[config.mk]
export PLATFORM = sky130hd
export DESIGN_NAME = bster_cmd_mux
export DESIGN_NICKNAME = d
export VERILOG_FILES = /design/src/rtl/bster_pkg.sv /design/src/rtl/bster_tag_fifo.sv /design/src/rtl/bster_cmd_mux.sv
export SDC_FILE = /design/constraint.sdc
export NUM_CORES = 1
export LEC_CHECK = 0
export ABC_AREA = 1
export CORE_AREA = 3 3 504 506
export CTS_CLUSTER_DIAMETER = 200
export DETAILED_ROUTE_END_ITERATION = 10
export DIE_AREA = 0 0 507 509
export SETUP_SLACK_MARGIN = 0.15
export SLEW_MARGIN = 20
export SYNTH_ARGS = -nofsm -noshare
export SYNTH_HDL_FRONTEND = slang
export SYNTH_SLANG_ARGS = --single-unit
[constraint.sdc]
create_clock -name aclk -period 2.2 [get_ports aclk]
set_input_delay 0.22 -clock aclk [delete_from_list [all_inputs] [get_ports aclk]]
set_output_delay 0.22 -clock aclk [all_outputs]
set_load 0.02 [all_outputs]
[src/rtl/bster_pkg.sv]
// bster_pkg: shared width defaults and channel-index width helper for bster blocks.
package bster_pkg;
  localparam int AXI4S_WIDTH_DEF = 128;
  function automatic int ch_w(input int n);
    return (n > 1) ? $clog2(n) : 1;
  endfunction
endpackage

[src/rtl/bster_tag_fifo.sv]
// bster_tag_fifo: register-array FIFO with wrap pointers carrying an extra MSB for full/empty.
module bster_tag_fifo #(
  parameter int W = 2,
  parameter int DEPTH = 8,
  localparam int AW = $clog2(DEPTH)
) (
  input  logic          clk,
  input  logic          rst_n,
  input  logic          push,
  input  logic          pop,
  input  logic [W-1:0]  wdata,
  output logic [W-1:0]  rdata,
  output logic          full,
  output logic          empty,
  output logic [AW:0]   count
);
  logic [W-1:0] mem [DEPTH];
  logic [AW:0]  wptr, rptr;
  always_ff @(posedge clk or negedge rst_n)
    if (!rst_n) begin
      wptr <= '0;
      rptr <= '0;
    end else begin
      if (push) wptr <= wptr + 1'b1;
      if (pop) rptr <= rptr + 1'b1;
    end
  always_ff @(posedge clk)
    if (push) mem[wptr[AW-1:0]] <= wdata;
  assign rdata = mem[rptr[AW-1:0]];
  assign count = wptr - rptr;
  assign empty = wptr == rptr;
  assign full  = count == (AW+1)'(DEPTH);
endmodule

[src/rtl/bster_cmd_mux.sv]
// bster_cmd_mux: round-robin command mux onto one core stream, with tag FIFO
// routing in-order completions back to the issuing client.
module bster_cmd_mux
  import bster_pkg::*;
#(
  parameter int NB_CHANNEL = 4,
  parameter int AXI4S_WIDTH = AXI4S_WIDTH_DEF,
  parameter int OSTD_DEPTH = 8,
  localparam int CH_W = ch_w(NB_CHANNEL)
) (
  input  logic                              aclk,
  input  logic                              aresetn,
  input  logic [NB_CHANNEL-1:0]             s_cmd_tvalid,
  output logic [NB_CHANNEL-1:0]             s_cmd_tready,
  input  logic [NB_CHANNEL*AXI4S_WIDTH-1:0] s_cmd_tdata,
  output logic                              m_cmd_tvalid,
  input  logic                              m_cmd_tready,
  output logic [AXI4S_WIDTH-1:0]            m_cmd_tdata,
  input  logic                              s_cpl_tvalid,
  output logic                              s_cpl_tready,
  input  logic [AXI4S_WIDTH-1:0]            s_cpl_tdata,
  output logic [NB_CHANNEL-1:0]             m_cpl_tvalid,
  input  logic [NB_CHANNEL-1:0]             m_cpl_tready,
  output logic [NB_CHANNEL*AXI4S_WIDTH-1:0] m_cpl_tdata,
  output logic [$clog2(OSTD_DEPTH):0]       outstanding,
  output logic                              err_unexp_cpl
);
  logic                   slot_valid;
  logic [AXI4S_WIDTH-1:0] slot_data;
  logic [CH_W-1:0]        last_ch, g, head;
  logic                   any_valid, load_en, load, pop, tag_full, tag_empty;
  always_comb begin
    g = '0;
    any_valid = 1'b0;
    for (int k = 1; k <= NB_CHANNEL; k++)
      if (!any_valid && s_cmd_tvalid[(int'(last_ch) + k) % NB_CHANNEL]) begin
        g = CH_W'((int'(last_ch) + k) % NB_CHANNEL);
        any_valid = 1'b1;
      end
  end
  assign load_en      = aresetn & (!slot_valid | m_cmd_tready) & !tag_full;
  assign load         = load_en & any_valid;
  assign s_cmd_tready = load ? NB_CHANNEL'(1) << g : '0;
  assign m_cmd_tvalid = slot_valid;
  assign m_cmd_tdata  = slot_data;
  always_ff @(posedge aclk or negedge aresetn)
    if (!aresetn) begin
      slot_valid    <= 1'b0;
      slot_data     <= '0;
      last_ch       <= CH_W'(NB_CHANNEL - 1);
      err_unexp_cpl <= 1'b0;
    end else begin
      if (load) begin
        slot_valid <= 1'b1;
        slot_data  <= s_cmd_tdata[int'(g)*AXI4S_WIDTH +: AXI4S_WIDTH];
        last_ch    <= g;
      end else if (m_cmd_tready) slot_valid <= 1'b0;
      if (s_cpl_tvalid && tag_empty) err_unexp_cpl <= 1'b1;
    end
  // Completions with no outstanding tag are swallowed so the core never stalls on them.
  assign s_cpl_tready = aresetn & (tag_empty | m_cpl_tready[head]);
  assign pop          = s_cpl_tvalid & !tag_empty & m_cpl_tready[head];
  assign m_cpl_tvalid = (s_cpl_tvalid & !tag_empty) ? NB_CHANNEL'(1) << head : '0;
  assign m_cpl_tdata  = {NB_CHANNEL{s_cpl_tdata}};
  bster_tag_fifo #(.W(CH_W), .DEPTH(OSTD_DEPTH)) u_tag (
    .clk   (aclk),
    .rst_n (aresetn),
    .push  (load),
    .pop   (pop),
    .wdata (g),
    .rdata (head),
    .full  (tag_full),
    .empty (tag_empty),
    .count (outstanding)
  );
endmodule
---- Word-level counts from Yosys, hierarchy flattened ----
Memory sizes are Yosys's and may differ from the RTL's.
Index checks and enable logic that the tools add are counted.
cells by class
  $add $sub $neg .......................... 7
  mux-type cells .......................... 28
  multipliers ............................. 0
  order comparisons ....................... 5
  bitwise logic cells ..................... 12
  shift operators ......................... 3
  eq/ne operators ......................... 2
  div/mod/pow operators ................... 0
  reduce and logical (&&, ||, !) cells .... 15
operators with widths
  cell                 number
  $shiftx 512x10->128  1
  $mux 1               17
  $lt 3x4->1 const B   4
  $bmux 1 s2           5
  $add 4x1->4 const B  2
  $mux 2               4
  $mux 4               2
  $reduce_or 2->1      4
  $shl 1x2->4 const A  2
  $and 1x1->1          6
  $logic_not 1->1      6
  $add 2x1->2 const B  2
  $add 2x2->2 const B  2
  $and 1x1->1 const A  4
  $eq 4x4->1           1
  $eq 4x4->1 const B   1
  $logic_and 1x1->1    4
  $sub 4x4->4          1
  $lt 2x3->1 const B   1
  $or 1x1->1           2
  $reduce_bool 2->1    1
storage, ports and cells
  RAM bits ................................ 16
  input port bits ......................... 652
  output and inout bits ................... 655
  word-level logic and storage cells ...... 79
  memories kept ........................... 1
  register bits ........................... 140
  ROM bits ................................ 0
  latch bits .............................. 0
memory list
  memory     depth  width  read ports  clocked after Yosys merged registers in  wr ports  line                  text
  u_tag.mem  8      2      1           0                                        1         bster_tag_fifo.sv:17  logic [W-1:0] mem [DEPTH];

---- Longest topological paths before layout ----
  depth after elaboration ................. 19
  gate-level depth with buffers ........... 17
  depth with buffers taken out ............ 14

---- Cells and area by module ----
Synthesis repeated with hierarchy kept, for this count alone.
second synthesis, totals
  cells, all modules ...................... 2515
  area total of the unflattened synthesis .. 16158.0 sq um
by module, submodules not included
  module          cells each  seq. area each (sq um)  instances  area an instance (sq um)
  bster_cmd_mux   2379        3305.7                  1          14921.8
  bster_tag_fifo  136         680.7                   1          1236.2

---- Worst setup path before layout ----
Ideal clock, no wire load.
  kind .................................... register -> output
  start point ............................. reg u_tag.rptr[1]
  end point ............................... out s_cmd_tready[0]
  required time ........................... 1.980 ns
  cell stages (with the launch flop) ...... 12
  buffers on the path ..................... 3
  arrival ................................. 2.479 ns
  slack ................................... -0.499 ns
  path through ............................ dfrtp_1 > clkbuf_1 > inv_1 > fa_1 > xnor2_1 > inv_1 > nor3_1 > nand2_1 > nand3_1 > buf_4 > clkbuf_1 > nor3_1
between the ends
  word-level cells in the longest chain between the ends .. 6
RTL lines
  element                 line                  text
  from (decl)             bster_tag_fifo.sv:18  logic [AW:0] wptr, rptr;
  from (signal assigned)  bster_tag_fifo.sv:25  if (pop) rptr <= rptr + 1'b1;
  $sub 4x4->4             bster_tag_fifo.sv:30  assign count = wptr - rptr;
  via outstanding[2]      bster_cmd_mux.sv:25   output logic [$clog2(OSTD_DEPTH):0] outstanding,
  $eq 4x4->1              bster_tag_fifo.sv:32  assign full = count == (AW+1)'(DEPTH);
  $logic_not 1->1         bster_cmd_mux.sv:41   assign load_en = aresetn & (!slot_valid | m_cmd_tready) & !tag_full;
  $and 1x1->1             bster_cmd_mux.sv:41
  $and 1x1->1             bster_cmd_mux.sv:42   assign load = load_en & any_valid;
  $mux 4                  bster_cmd_mux.sv:43   assign s_cmd_tready = load ? NB_CHANNEL'(1) << g : '0;
  to (decl)               bster_cmd_mux.sv:14   output logic [NB_CHANNEL-1:0] s_cmd_tready,
The timed path passes the listed nets, and every way through them passes these cells.

---- Final worst setup path ----
  start point ............................. reg last_ch[0]
  end point ............................... out s_cmd_tready[0]
between the ends
  word-level cells in the longest chain between the ends .. 16
  elaborated cells on any way between the ends .. 33
  classes of those cells .................. add/sub: 4; shift: 1; mux: 21; bitwise: 1; reduce/logical: 6
RTL lines
  element                                     line                                      text
  from (decl)                                 bster_cmd_mux.sv:30                       logic [CH_W-1:0] last_ch, g, head;
  from (signal assigned)                      bster_cmd_mux.sv:50                       last_ch <= CH_W'(NB_CHANNEL - 1);
  from (signal assigned)                      bster_cmd_mux.sv:56                       last_ch <= g;
  $add 2x1->2                                 bster_cmd_mux.sv:36, bster_cmd_mux.sv:37
  $bmux 1 s2                                  bster_cmd_mux.sv:36                       if (!any_valid && s_cmd_tvalid[(int'(last_ch) + k) % NB_CHANNEL]) begin
  $mux 1 (implied by the code) (2 in series)  bster_cmd_mux.sv:36
  $mux 1                                      bster_cmd_mux.sv:36
  $logic_not 1->1                             bster_cmd_mux.sv:36
  $logic_and 1x1->1                           bster_cmd_mux.sv:36
  $mux 1                                      bster_cmd_mux.sv:36
  $logic_not 1->1                             bster_cmd_mux.sv:36
  $logic_and 1x1->1                           bster_cmd_mux.sv:36
  $mux 1                                      bster_cmd_mux.sv:36
  $logic_not 1->1                             bster_cmd_mux.sv:36
  $logic_and 1x1->1                           bster_cmd_mux.sv:36
  $mux 2 or $mux 1 (tied branches)            bster_cmd_mux.sv:36
  $shl 1x2->4 or $and 1x1->1 (tied branches)  bster_cmd_mux.sv:43, bster_cmd_mux.sv:42
  $mux 4 (*)                                  bster_cmd_mux.sv:43
Mark *: on every way between the ends. The rest lies on a longest branch, timed or not. The select of a mux whose other input is x is not followed.

==> results_dict.tcl <==
set metrics [dict create \
    status "finished, violations left" \
    violations "setup timing" \
    whs_ns 0.300 \
    worst_slew_pin_slew_ns 0.793 \
    syn_inst 2777 \
    cts_inserted_buffers 17 \
    vias 19700 \
    cts_buffer_depth 2 \
    crit_path_max_fanout 5 \
    worst_skew_pair.late_latency_ns 0.53 \
    ant_nets 0 \
    grt_pass1_wl_mm 196 \
    wirelength_mm 173 \
    final_cell_mix "nand2_1, clkdlybuf4s50_1, inv_1, nand4_1, nand3_1" \
    cts.clk_slew.worst_paths_ns 0.10 \
    crit_path_start_kind "register" \
    min_period_over_period_pct 132 \
    timing.rr.end "m_cmd_tdata[23]" \
    antenna_found_initial 97 \
    first_global_vias 18400 \
    die_h_um 509 \
    worstSetupPathType "reg -> out" \
    r2r_slack_ns -0.65 \
    io_buffers 666 \
    worst_r2r_path_depth 19 \
    synth_edf_count 16 \
    startpoint "last_ch[0]" \
    grt_setup_unrepaired "yes" \
    final.fill_count 29200 \
    placementRows 184 \
    dieArea_um2 258000 \
    fmax_ghz 0.343 \
    cp_data_arrival_time_ns 2.69 \
    die_w_um 507 \
    async_reset_ff_share_pct 89.7 \
    period_minus_slack_ns 2.91 \
    drc 0 \
    drt_iter0_drc 988 \
    cts.sinks 156 \
    setup_viol 170 \
    ys.flop_type "dfrtp_1" \
    slew_headroom_pct 47.1 \
    syn_nets 3435 \
    finalPower_mw 66.0 \
    cp.required_ns 1.98 \
    ys_ff_latch 156 \
    ys_warn_count 0 \
    cts_tree "built" \
    grt_overflow_total 0 \
    gp_congestion 0.903 \
    start_util_pct 6.85 \
    synth_area_um2 17100 \
    yosysSeqAreaShare_pct 23.2 \
    root_buffer "clkbuf_16" \
    grtUsageTotal_pct 11.8 \
    fin_ws_ns -0.712 \
    grt_max_degree 97 \
    hold_viol_final 0 \
    wl_per_cell_um 26.7 \
    max_cap_violations 0 \
    end_kind "output port" \
    dp_hpwl_mm 133 \
    cts.htree.levels 4 \
    endpoint "s_cmd_tready[0]" \
    io_pins 1307 \
    slew_violations 0 \
    avgSynthCellArea_um2 6.17 \
    final_common_cell "nand2_1" \
    skew_ns 0.0235 \
    nets 3730 \
    core_area_um2 250000 \
    p_per_area_nw_per_um2 2260 \
    synth_cell_types 32 \
    hold_class "in -> reg" \
    vias_per_cell 3.03 \
    synthToLayoutAreaGrowth_pct 70.5 \
    rr_startpoint "last_ch[0]" \
    total_leakage_power_nw 13.5 \
    drive_gt1_share_pct 18.6 \
    peakVddDrop_uv 1110 \
    first_pass_iters 5 \
]
==> cell families after synthesis <==
family / count (synthesis) / share of synthesized area, %
and+or+nand+nor: 1383 / 36.4
DFF: 156 / 23.2
AOI/OAI and AO/OA: 25 / 0.876
xor gates and xnor gates: 6 / 0.306
adders and majority gates: 6 / 0.482
buffers and inverters: 1201 / 38.7
==> registers in the layout, summed over array words and instances (netlist names) <==
signal / flops
err_unexp_cpl: 1
last_ch: 2
m_cmd_tdata: 128
m_cmd_tvalid: 1
u_tag.mem: 16
u_tag.rptr: 4
u_tag.wptr: 4
==> final cells by class <==
cell class / instances / area (um2) / share of cell area (%)
timing repair inverter: 1 / 7.51 / 0.0257
clock buffer: 18 / 450 / 1.54
timing repair buffer: 952 / 10700 / 36.6
sequential: 156 / 3990 / 13.6
inverter: 524 / 1990 / 6.81
antenna: 44 / 110 / 0.377
clock inverter: 14 / 144 / 0.492
multi-input combinational: 1420 / 7670 / 26.2
tap: 3348 / 4190 / 14.3
==> layer usage <==
metal,track usage [%],vias to the layer above,part of all wire [%]
met5,0.444,-,0.16
met4,6.35,32,6.8
met3,7.84,394,14
met2,19.2,1645,46
met1,11.2,8917,33
li1,-,8666,-
==> critical path: stages (launching register included) <==
cell	delay (ns)
dfstp_2	0.55
buf_6	0.14
clkinvlp_4	0.13
nand2_2	0.10
nand3_2	0.07
nand2_2	0.09
nor2_4	0.06
nand3_4	0.08
buf_12	0.11
buf_12	0.12
nand3_4	0.13
buf_12	0.17
nor3_4	0.23
buf_6	0.15
==> where the power goes <==
| group | total, mW | internal, mW | switching, mW |
|---|---|---|---|
| Combinational | 56.8 | 23.6 | 33.2 |
| Sequential | 5.59 | 4.50 | 1.09 |
| Clock | 3.63 | 1.67 | 1.96 |
| Total | 66.0 | 29.7 | 36.3 |
==> Yosys cell counts (3+ instances only) <==
library cell  number  area [um2]
nand2_1          809        3040
buf_4            521        3910
inv_1            518        1940
nand3_1          277        1390
nand4_1          243        1520
dfrtp_1          138        3450
buf_2            127         636
clkbuf_1          27         101
nor2_1            22        82.6
edfxtp_1          16         480
o21ai_0           14        70.1
or2_1             10        62.6
or2_2              8        50.1
nor3_1             7        35.0
ha_1               5        62.6
inv_2              4        15.0
xor2_1             4        35.0
a21oi_1            3        15.0
nand3_2            3        30.0
nor2_2             3        18.8
==> worst min path at each step <==
stage / start / to / slack [ns] / cells past startpoint
finish: m_cmd_tready / m_cmd_tvalid / 0.30 / 2
global route: m_cmd_tready / m_cmd_tvalid / 0.25 / 2
CTS: m_cmd_tready / m_cmd_tvalid / 0.21 / 2
detailed placement: s_cpl_tdata[8] / m_cpl_tdata[8] / 0.44 / 0
global placement: s_cpl_tdata[8] / m_cpl_tdata[8] / 0.44 / 0
floorplan: aresetn / err_unexp_cpl / -0.08 / 0
==> stage by stage <==
| stage | utilization (%) | cells | area [um2] | setup slack, ns | TNS [ns] |
|---|---|---|---|---|---|
| 5_1_grt | 11.7 | 6468 | 29200 | -0.855 | -109.31 |
| 2_1_floorplan | - | 2777 | 17300 | -0.135 | -11.41 |
| 6_report | 11.7 | 6477 | 29200 | -0.712 | -83.43 |
| 3_5_place_dp | 10.1 | 6283 | 25300 | -1.07 | -108.11 |
| 4_1_cts | 10.7 | 6344 | 26800 | -0.788 | -79.03 |
| 3_3_place_gp | 10.1 | 6283 | 25300 | -1.10 | -113.85 |
==> timing repair <==
action                                  in CTS  in global routing
cloned                                       8                 32
hold buffers                                 1                  0
buffers inserted                            20                 57
pin swaps                                   21                 87
endpoints found under the hold margin       31                  0
endpoints found under the setup margin     206                199
gates resized for setup                    165                254
Power figures use the tool's default switching activity.
==> RTL change (same settings) <==
Change the parameter `NB_CHANNEL` from 4 to 5.
--- a/src/rtl/bster_cmd_mux.sv
+++ b/src/rtl/bster_cmd_mux.sv
@@ -5,3 +5,3 @@
 #(
-  parameter int NB_CHANNEL = 4,
+  parameter int NB_CHANNEL = 5,
   parameter int AXI4S_WIDTH = AXI4S_WIDTH_DEF,
Ports: changed (6 resized); port bits go from 1307 to 1567. No check against the original RTL was run, so the function may have changed too.
==> RTL change against the unedited design <==
- the run still ends with setup timing left
- design area increased by 32%
- fmax decreased by 35%
- setup slack got worse by 1.6 ns
- synthesized area increased by 19%
- via count increased by 31%
- routed wire length increased by 37%
- non-clock buffer count increased by 433
- cell count increased by 11%
- sequential cell count increased by 9
- sequential share of layout area decreased by 2.6 points
- die area unchanged
Power is not shown: default switching activity piles up to over one toggle a cycle in this logic, so the estimate is an artifact.
==> RTL change: results (changes against the unedited design) <==
| Metric | Value |
|---|---|
| Hold-fix buffers, CTS | 2 (+1) |
| # resized after CTS | 687 (+320%) |
| FILL cells | 28720 (-1.7%) |
| Ys async rst share | 85.45% (-4.3 points) |
| Nets@finish | 4613 (+24%) |
| Clock root cell | clkbuf_16 |
| Post-CTS Setup Bufs | 129 (+550%) |
| Post-synth EDFFs | 24 (+8) |
| Port Buffers | 798 (+20%) |
| Worst setup path endpoint | m_cmd_tdata[28] |
| Violated checks | setup timing |
| Gr usage total | 17.16% (+5.4 points) |
| Drt pass-1 iters | 6 (+1) |
| HPWL Detailed | 186200 um (+40%) |
| Arr. time, crit path | 4.94 ns (+2.25 ns) |
| Syn Nets | 4048 (+18%) |
| Multiplexer share of the synthesized area | 0% (unchanged) |
| Element type at the critical path start | flip-flop |
| Critical-path top delay cell | dfstp_2 |
| Largest register FFs | 128 (unchanged) |
| Top cells by count, synth | nand2_1, buf_4, nand3_1 |
| Worst hold path class | in2reg |
| Grt total ovfl | 0 (unchanged) |
| Main synth FF type | dfrtp_1 |
| Clock Pin Slew Worst Setup and Hold Paths | 0.08 ns (-0.02 ns) |
| Vias per std cell | 3.574 (+18%) |
| Drt wl/cell | 32.85 um (+23%) |
| Top cells by area, synth | buf_4, dfrtp_1, nand2_1, nand3_1, nand4_1 |
| First-pass GRT wire length | 282300 um (+44%) |
| Top delay family on crit path | simple AND/OR/NAND/NOR gates |
| Post-synthesis xor/xnor area fraction | 0.5513% (+0.24 points) |
| Max incr delay on CP | 0.67 ns (+0.12 ns) |
| Number of global-route vias before repair | 24070 (+31%) |
| Final Setup Violations | 203 (+19%) |
| Largest net degree at the start of global routing | 55 (-43%) |
| Layout cells sized above 1 | 32.47% (+14 points) |
| Sequential share of the synthesized area | 20.81% (-2.4 points) |
| R2R Path Start | last_ch[2] |
| Crit-path max FO | 13 (+8) |
| Outcome | finished, violations left |
| Initial antenna violation count | 156 (+61%) |
| Cells on worst reg2reg path | 33 (+14) |
| Unique masters post-synth | 42 (+31%) |
| Worst setup margin | -2.294 ns (-1.581 ns) |
| Post-synthesis compound-gate area fraction | 5.053% (+4.2 points) |
| Clock Path Buffers | 3 (+1) |
| Total number of yosys warnings | 0 (unchanged) |
| Routability Congestion | 0.9564 (+5.9%) |
| H-tree Lvls | 4 (unchanged) |
| Clock buffer count from CTS | 25 (+8) |
| DR iter-0 viols | 2191 (+120%) |
| Final clock skew | 0.03457 ns (+0.01106 ns) |
| Worst skew pair latency | 0.57 ns (+0.04 ns) |
| Slew headroom | 48.45% (+1.3 points) |
| Synth Area in Adders | 1.874% (+1.4 points) |
RTL change: changes by cell type in the layout (fill, tap and decap cells not counted), sizes merged, moves of 17 or more:
| cell | change |
|---|---|
| nor2 | +18 |
| nand3 | +133 |
| inv | -208 |
| buf | +301 |
| o21ai | +156 |
| clkdlybuf4s50 | +146 |
| nand2 | +143 |
| ha | +24 |
| or2 | -17 |
RTL change: worst min path at each step:
stage / from / end / slack (ns) / depth (start not counted)
after global placement: aresetn / m_cmd_tdata[14] / 0.37 / 2
final: m_cmd_tready / m_cmd_tvalid / 0.25 / 2
after floorplan: aresetn / err_unexp_cpl / -0.08 / 0
after CTS: m_cmd_tready / m_cmd_tvalid / 0.16 / 2
after global routing: m_cmd_tready / m_cmd_tvalid / 0.22 / 2
after detailed placement: aresetn / m_cmd_tdata[14] / 0.37 / 2
RTL change: layer usage:
layer	share of wire [%]	GRT usage [%]	vias up	wire length (um)
met3	16	11.80	530	37240
met1	31	16.00	11760	73760
met4	4.8	7.271	88	11440
met2	48	28.86	2408	113000
li1	-	-	10950	-
met5	0.44	1.630	-	1045
RTL change: stage by stage:
step                std cells  util (%)  cell area [um2]  setup WS (ns)  setup TNS (ns)
detailed placement       6893     12.18            30500         -2.403         -387.55
finish                   7198     15.39            38540         -2.294         -386.29
floorplan                3236         -            20810         -1.607         -265.24
global placement         6893     12.18            30500         -2.432         -391.77
CTS                      7101     14.53            36380         -2.320         -374.94
global route             7192     15.38            38530         -2.527         -430.15
RTL change: cell type report:
type                    instances  area, um2  area share [%]
repair buffers               1385      15820           41.05
diodes                         43      107.6          0.2792
inverters                     325       1279           3.318
flip-flops and latches        165       4252           11.03
clock inverters                 5      60.06          0.1558
well taps                    3348       4189           10.87
clock buffers                  28      656.9           1.704
multi-input cells            1899      12180           31.59
